<file path="src/rtl/seven_segment_scanner.sv">
// Time-multiplexed driver for a 4-digit common-anode seven-segment display with
// frame-synchronous double buffering. Define SCAN_BRIGHTNESS_EN to add PWM dimming.
module seven_segment_scanner #(
  parameter int DWELL_CYCLES = 50000,
  parameter int BLANK_CYCLES = 2
) (
  input  logic       clock,
  input  logic       reset,
  input  logic [6:0] seg1_in,
  input  logic [6:0] seg2_in,
  input  logic [6:0] seg3_in,
  input  logic [6:0] seg4_in,
  input  logic       load,
`ifdef SCAN_BRIGHTNESS_EN
  input  logic [2:0] brightness,
`endif
  output logic [6:0] seg_out,
  output logic [3:0] an_out,
  output logic       frame_done
);

  localparam int CW = (DWELL_CYCLES > 1) ? $clog2(DWELL_CYCLES) : 1;
  localparam logic [CW-1:0] CNT_LAST  = CW'(DWELL_CYCLES - 1);
  localparam logic [CW-1:0] CNT_BLANK = CW'(BLANK_CYCLES);

  logic [CW-1:0] cnt_q, cnt_d;
  logic [1:0]    idx_q, idx_d;
  logic [6:0]    act_q  [4];
  logic [6:0]    act_d  [4];
  logic [6:0]    pend_q [4];
  logic [6:0]    pend_d [4];
  logic          pend_vld_q, pend_vld_d;
  logic [6:0]    seg_q, seg_d;
  logic [3:0]    an_q, an_d;
  logic          fd_q, fd_d;
  logic [6:0]    seg_in_s [4];
  logic          slot_end_s, boundary_s, drive_s, lit_s;

  assign seg_in_s[0] = seg1_in;
  assign seg_in_s[1] = seg2_in;
  assign seg_in_s[2] = seg3_in;
  assign seg_in_s[3] = seg4_in;

  // Slot/digit counters and the pending->active double buffer, swapped only at frame start.
  always_comb begin
    slot_end_s = (cnt_q == CNT_LAST);
    boundary_s = slot_end_s && (idx_q == 2'd3);
    cnt_d      = slot_end_s ? {CW{1'b0}} : cnt_q + CW'(1);
    idx_d      = slot_end_s ? idx_q + 2'd1 : idx_q;
    act_d      = act_q;
    pend_d     = pend_q;
    pend_vld_d = pend_vld_q;
    if (load) begin
      pend_d = seg_in_s;
    end else begin
      pend_d = pend_q;
    end
    if (boundary_s) begin
      pend_vld_d = 1'b0;
      if (load) begin
        act_d = seg_in_s;
      end else if (pend_vld_q) begin
        act_d = pend_q;
      end else begin
        act_d = act_q;
      end
    end else if (load) begin
      pend_vld_d = 1'b1;
    end else begin
      pend_vld_d = pend_vld_q;
    end
  end

`ifdef SCAN_BRIGHTNESS_EN
  localparam int DRIVE_W = DWELL_CYCLES - BLANK_CYCLES;

  logic [2:0]  bri_q, bri_d;
  logic [23:0] on_cnt_s;

  // Lit portion of the drive window; brightness only changes at frame start.
  always_comb begin
    bri_d    = boundary_s ? brightness : bri_q;
    on_cnt_s = ((24'(bri_d) + 24'd1) * 24'(DRIVE_W)) >> 3;
    if (on_cnt_s == 24'd0) begin
      on_cnt_s = 24'd1;
    end else begin
      on_cnt_s = on_cnt_s;
    end
    lit_s = ((24'(cnt_d) - 24'(BLANK_CYCLES)) < on_cnt_s);
  end

  // Brightness register, forced to full on reset.
  always_ff @(posedge clock) begin
    if (reset) begin
      bri_q <= 3'd7;
    end else begin
      bri_q <= bri_d;
    end
  end
`else
  assign lit_s = 1'b1;
`endif

  // Output decode from the next-state values so the registered outputs line up with cnt/idx.
  always_comb begin
    drive_s = (cnt_d >= CNT_BLANK);
    fd_d    = boundary_s;
    if (drive_s && lit_s) begin
      seg_d = act_d[idx_d];
      an_d  = ~(4'b0001 << idx_d);
    end else begin
      seg_d = 7'h7F;
      an_d  = 4'hF;
    end
  end

  // State and output registers with synchronous reset taking priority over load.
  always_ff @(posedge clock) begin
    if (reset) begin
      cnt_q      <= {CW{1'b0}};
      idx_q      <= 2'd0;
      for (int i = 0; i < 4; i++) begin
        act_q[i]  <= 7'h7F;
        pend_q[i] <= 7'h7F;
      end
      pend_vld_q <= 1'b0;
      seg_q      <= 7'h7F;
      an_q       <= 4'hF;
      fd_q       <= 1'b0;
    end else begin
      cnt_q      <= cnt_d;
      idx_q      <= idx_d;
      act_q      <= act_d;
      pend_q     <= pend_d;
      pend_vld_q <= pend_vld_d;
      seg_q      <= seg_d;
      an_q       <= an_d;
      fd_q       <= fd_d;
    end
  end

  assign seg_out    = seg_q;
  assign an_out     = an_q;
  assign frame_done = fd_q;

endmodule

</file>
<file path="config.mk">
export PLATFORM = sky130hd
export DESIGN_NAME = seven_segment_scanner
export DESIGN_NICKNAME = d
export VERILOG_FILES = /design/src/rtl/seven_segment_scanner.sv
export SDC_FILE = /design/constraint.sdc
export NUM_CORES = 1
export LEC_CHECK = 0
export CAP_MARGIN = 0
export CORE_ASPECT_RATIO = 1.25
export CORE_MARGIN = 10
export CORE_UTILIZATION = 30
export CTS_CLUSTER_DIAMETER = 30
export DETAILED_ROUTE_END_ITERATION = 7
export PLACE_DENSITY = 0.45
export SYNTH_ARGS = -nofsm -noshare
export SYNTH_HDL_FRONTEND = slang
export SYNTH_SLANG_ARGS = --single-unit
</file>
<file path="constraint.sdc">
create_clock -name clock -period 3.2 [get_ports clock]
set_clock_uncertainty 0.2 [all_clocks]
set_input_delay 0.64 -clock clock [delete_from_list [all_inputs] [get_ports clock]]
set_output_delay 0.64 -clock clock [all_outputs]
set_load 0.02 [all_outputs]
</file>
Yosys cells after proc, flatten, opt, wreduce, memory -nomap -nowiden
Index checks and enable logic that the tools add are counted.

cells by class
  reduce and logical (&&, ||, !) cells = 3
  multipliers = 0
  order comparisons = 2
  shift-type cells = 1
  mux-type cells = 8
  equal/unequal tests = 2
  add/sub/neg operators = 2
  bitwise operators = 3
  div/mod/pow operators = 0

operators with widths
  cell                                                                     count
  28-bit two-way mux                                                       3
  16-bit by 1-bit adder with 16-bit output (second input constant)         1
  16-bit == test (second input constant)                                   1
  16-bit by 2-bit >= comparator with 1-bit output (second input constant)  1
  16-bit two-way mux                                                       1
  7-bit binary-select mux with 2-bit select                                1
  7-bit two-way mux                                                        2
  4-bit NOT                                                                1
  2-bit OR reduction                                                       2
  1-bit by 2-bit left shift with 4-bit output (first input constant)       1
  3-bit >= comparator (second input constant)                              1
  2-bit NOT with 3-bit output                                              1
  2-bit by 1-bit adder with 2-bit output (second input constant)           1
  2-bit == test (second input constant)                                    1
  2-bit two-way mux                                                        1
  1-bit logical AND                                                        1
  1-bit NOT                                                                1

storage, ports and cells
  memories kept = 0
  register bits = 87
  input port bits = 31
  bits in writable memories = 0
  bits in read-only memories = 0
  logic and storage cells = 35
  output and inout bits = 12
  bits in latches = 0

Longest topological paths before layout
Gate-level depths: netlist (run 1).

  depth after elaboration = 6
  gate-level depth with buffers = 11
  depth with buffers taken out = 8

Least setup slack after synthesis (run 1)
Ideal clock, no wire load.

  path type = in2reg
  start = input port load
  end = register seg_q[3], in the netlist seg_out[3]
  path buffers = 3
  stages on the path = 7
  path slack = 0.534 ns
  data arrival time = 2.326 ns
  data required time = 2.860 ns
  setup time = 0.140 ns
  cell sequence = clkbuf_1 buf_1 clkbuf_1 mux2i_1 o22ai_1 a21oi_1 nand4_1

between the ends
  longest elaborated chain between the ends = 5

RTL lines
  element                                                RTL line  source
  start, declared                                        13        input logic load,
  28-bit two-way mux                                     60        if (load) begin
  28-bit two-way mux                                     58        if (boundary_s) begin
  7-bit binary-select mux with 2-bit select              109       seg_d = act_d[idx_d];
  7-bit two-way mux (implied by the code) (2 in series)  109
  end signal, assigned                                   136       seg_q <= seg_d;
  end, declared                                          33        logic [6:0] seg_q, seg_d;

No other way between the ends. The select of a mux whose other input is x is not followed.
A chain may end at the register's enable or synchronous reset.

Worst setup path after layout (run 1)
  start = register cnt_q[0]
  end = register seg_q[2], in the netlist seg_out[2]

between the ends
  longest elaborated chain between the ends = 6
  elaborated cells between the ends (all ways) = 13
  classes of those cells = 1 x add/sub; 1 x order compare; 1 x eq/ne; 6 x mux; 2 x bitwise; 2 x reduce/logical

RTL lines
  element                                                                           RTL line  source
  start, declared                                                                   26        logic [CW-1:0] cnt_q, cnt_d;
  start signal, assigned                                                            120       cnt_q <= {CW{1'b0}};
  start signal, assigned                                                            131       cnt_q <= cnt_d;
  branches (longest 6 deep; another with 16-bit by 1-bit adder with 16-bit output)  n/a

Several ways; the timed one is not identified. The select of a mux whose other input is x is not followed.

==> reports/metrics.csv, run 1 <==
metric,value,unit
first_pass_iters,4,
worstRegToRegCells,10,
first_iter_violations,189,
timing.max_cap.violations,0,
critical-path-slowest-cell,sky130_fd_sc_hd__nor4_4,
timing.hold.worst.start,act_q[15]$_SDFF_PP1_,
timing.final.setup_violations,0,
worst_hold_path.num_cells,2,
synth.avg_cell_area,8.89,sq um
synthesis.yosys.warnings,0,
path_category_of_the_worst_min_delay_check,reg -> reg,
yosys_most_used_dff,sky130_fd_sc_hd__dfxtp_1,
critical_path_buf_inv_count,2,
yosys-mux-area-fraction,7.48,%
post-dp-hpwl,7.52,mm
ys_async_sr_fraction,0,%
max_slew_violation_count,0,
wl_per_cell,15.7,um
floorplan.initialDensity,30.4,%
seq_area_frac_synth,43.7,%
grt_setup_unrepaired,false,
critical_path_cell_by_cell,"ha_2, nand3_1, nor4_4, buf_4, and2_1, buf_4, a31oi_1, nor2_1, or3_1, nand4_1",
initial_antenna_violation_count,0,
gp_congestion,0.844,
crit_path_max_incr_delay,440,ps
synth_xor_area_share,3.30,%
timing_worst_slew_pin_value,832,ps
synth_top_family_by_area,simple AND/OR/NAND/NOR gates,
path_clk_slew,60,ps
worstPathMaxFanout,11,
yosys-top-cells-area,"sky130_fd_sc_hd__dfxtp_1 (44%), sky130_fd_sc_hd__mux2i_1 (5.8%), sky130_fd_sc_hd__nand2_1 (4.7%)",
share_seq_of_total_power,44.3,%
grt_pass1_wl,16.7,mm
syn-instance-count,448,
stdcell_area,0.00493,sq mm
postRouteAntennaNets,0,
synthDominantCellAreaShare,43.7,%
cp.arrival,2920,ps
fmax,336,MHz
critPathLaunchType,flip-flop,
place_area,0.00456,sq mm
yosysMostFrequentCell,sky130_fd_sc_hd__dfxtp_1,
relSlewSlack,44.4,%
detailroute.via_count,3296,
worst-setup-path-type,reg -> reg,
grt_start_max_net_pins,57,
dieArea,0.0183,sq mm
yosysTopAreaCell,sky130_fd_sc_hd__dfxtp_1,
rows,47,
die_w,123,um
cts.sinks,87,
report.final.hold_viol_count,0,
core_area,0.0131,sq mm
fin_setup_tns,0,ps
first_global_vias,3260,
cts_buf_count,9,
leakagePower,1.92,nW
syn-cell-area,0.00398,sq mm
cpLargestDelayFamily,simple AND/OR/NAND/NOR gates,
fillerInstances,1349,
synth-simple-area-share,22.9,%
synth-adder-area-share,0.943,%
power_switching,0.519,mW
synth.lib_cells_used.distinct,57,
finish.net_count,516,
wire_length_after_detailed_routing,10.3,mm
number_of_antenna_cells_inserted,0,
fraction_of_power_spent_switching_nets,20.4,%
groute.usage.overall,11.5,%
rr_startpoint,cnt_q[0]$_SDFF_PP0_,
p_per_area,515,mW/mm^2
vias_per_cell,5.02,
fin_crit,2980,ps
height_of_the_die,149,um
finalCritPeriodShare,93.0,%
ys_seq_elements,87,
area_added_between_synthesis_and_finish,23.9,%
outcome,"complete, no violations",
postCtsSetupBuffers,0,
worst_setup_path_end_kind,flip-flop,
post_route_cells_drive_above_1_share,10.9,%
synth_compound_gate_area_share,16.7,%
cellInternalPower,2.02,mW
postCtsResizedCells,0,
synth_commonest_cells,"sky130_fd_sc_hd__dfxtp_1 (87), sky130_fd_sc_hd__nand2_1 (50), sky130_fd_sc_hd__nor2_1 (43), sky130_fd_sc_hd__clkbuf_1 (24), sky130_fd_sc_hd__mux2i_1 (23)",
combinationalPowerShare,6.1,%
cts.root.buffer_cell,sky130_fd_sc_hd__clkbuf_16,
drt_drc_violations_left,0,
vdd_ir_drop_max,0.243,mV
path_depth,10,
worstPathRequired,3150,ps
reg2reg_setup_slack,220,ps
clock_share_of_power,49.5,%
syn_nets,482,
ctsHoldBuffers,0,
tritoncts,built,
floorplan.io_pins,43,
port_buffers,42,
overflow,0,
ctsLongestPathBuffers,2,
crit_path_frequent_cell,sky130_fd_sc_hd__buf_4,
synth-edff-count,0,
cts_htree_levels,3,
worst_setup_path_startpoint,cnt_q[0]$_SDFF_PP0_,
worstSkewPairLatency,330,ps
-- worst paths after layout --
path / end
max: seg_out[2]$_SDFF_PP1_
min: act_q[15]$_SDFF_PP1_
max reg2reg: seg_out[2]$_SDFF_PP1_
min reg2reg: act_q[15]$_SDFF_PP1_
-- power groups by stage --
| stage | Combinational [mW] | Sequential [mW] | Clock, mW |
|---|---|---|---|
| floorplan | 0.0908 | 1.14 | 0 |
| global placement | 0.158 | 1.15 | 0 |
| detailed placement | 0.159 | 1.15 | 0 |
| CTS | 0.159 | 1.13 | 1.29 |
| global route | 0.173 | 1.13 | 1.34 |
| finish | 0.155 | 1.13 | 1.26 |
-- worst min-delay path: stages, from the launching register on --
cell,delay (ps)
sky130_fd_sc_hd__dfxtp_1,320
sky130_fd_sc_hd__nand2_1,60
sky130_fd_sc_hd__o211ai_2,60
-- cell usage in the layout (no fill, tap or decap), types with 2 or more instances in the layout --
| cell type | count |
|---|---|
| sky130_fd_sc_hd__nand4b_1 | 3 |
| sky130_fd_sc_hd__and3_1 | 5 |
| sky130_fd_sc_hd__nand4_1 | 11 |
| sky130_fd_sc_hd__nand2_1 | 50 |
| sky130_fd_sc_hd__clkbuf_16 | 9 |
| sky130_fd_sc_hd__xnor2_1 | 8 |
| sky130_fd_sc_hd__nor4_4 | 2 |
| sky130_fd_sc_hd__o211ai_2 | 7 |
| sky130_fd_sc_hd__nor3_1 | 7 |
| sky130_fd_sc_hd__ha_1 | 2 |
| sky130_fd_sc_hd__a21o_1 | 2 |
| sky130_fd_sc_hd__mux2i_1 | 23 |
| sky130_fd_sc_hd__nor2_1 | 43 |
| sky130_fd_sc_hd__o22a_1 | 6 |
| sky130_fd_sc_hd__buf_4 | 13 |
| sky130_fd_sc_hd__o22ai_1 | 18 |
| sky130_fd_sc_hd__clkdlybuf4s50_1 | 41 |
| sky130_fd_sc_hd__nand4bb_1 | 2 |
| sky130_fd_sc_hd__and2_1 | 5 |
| sky130_fd_sc_hd__inv_1 | 14 |
| sky130_fd_sc_hd__mux2_2 | 6 |
| sky130_fd_sc_hd__o21ai_1 | 2 |
| sky130_fd_sc_hd__nor4b_1 | 2 |
| sky130_fd_sc_hd__a31oi_1 | 9 |
| sky130_fd_sc_hd__or3_1 | 11 |
| sky130_fd_sc_hd__a21oi_1 | 16 |
| sky130_fd_sc_hd__a32oi_1 | 2 |
| sky130_fd_sc_hd__nor4_1 | 2 |
| sky130_fd_sc_hd__xor2_1 | 7 |
| sky130_fd_sc_hd__o21ai_0 | 15 |
| sky130_fd_sc_hd__and4_1 | 2 |
| sky130_fd_sc_hd__a211o_1 | 2 |
| sky130_fd_sc_hd__nor2b_1 | 2 |
| sky130_fd_sc_hd__dfxtp_1 | 87 |
| sky130_fd_sc_hd__bufinv_16 | 4 |
| sky130_fd_sc_hd__nand3_1 | 10 |
| sky130_fd_sc_hd__o211ai_1 | 6 |
| sky130_fd_sc_hd__nand2b_1 | 8 |
-- per-layer routing --
| layer | GRT usage [%] | wire, um | vias to the layer above |
|---|---|---|---|
| li1 | - | - | 1671 |
| met1 | 13.5 | 4440 | 1552 |
| met2 | 19.9 | 5280 | 58 |
| met3 | 2.80 | 398 | 15 |
| met4 | 3.73 | 180 | 0 |
| met5 | 0 | 0 | - |
-- state kept, by name, summed over array words and instances, names as in the netlist --
register,cells
act_q,28
pend_q,28
cnt_q,16
seg_out,7
an_out,4
idx_q,2
frame_done,1
pend_vld_q,1
-- layout make-up --
class / count / area [sq um] / share of cell area, %
Tap cell: 171 / 214 / 4.34
Inverter: 14 / 52.6 / 1.07
Clock inverter: 6 / 134 / 2.71
Clock buffer: 9 / 225 / 4.57
Timing Repair Buffer: 55 / 513 / 10.4
Sequential cell: 87 / 1740 / 35.3
Multi-Input combinational cell: 315 / 2050 / 41.6
-- logic make-up (layout without fill, tap and decap cells) --
group / count (synthesis) / count (layout)
multiplexers: 29 / 29
buffers and inverters: 46 / 84
adder cells (fa/ha/maj): 3 / 3
flip-flops: 87 / 87
XOR/XNOR: 15 / 15
AND/OR/NAND/NOR: 173 / 173
AO/OA/AOI/OAI: 95 / 95
-- metrics by stage --
step	power, mW	hold slack [ps]	setup WS [ps]	instances	utilization, %
floorplan	1.24	235	534	448	-
global placement	1.31	247	136	642	34.8
detailed placement	1.31	255	49.8	642	34.8
CTS	2.58	270	47.9	657	37.5
global route	2.65	288	8.92	657	37.6
finish	2.54	270	223	657	37.6
Note: power is estimated with default switching activity, not from simulation.
==> run 2, diff against run 1 <==
HOLD_SLACK_MARGIN = 0.06   (was not set)
==> results of run 2 <==
Final layout, timing and power as in run 1 (identical DEF).
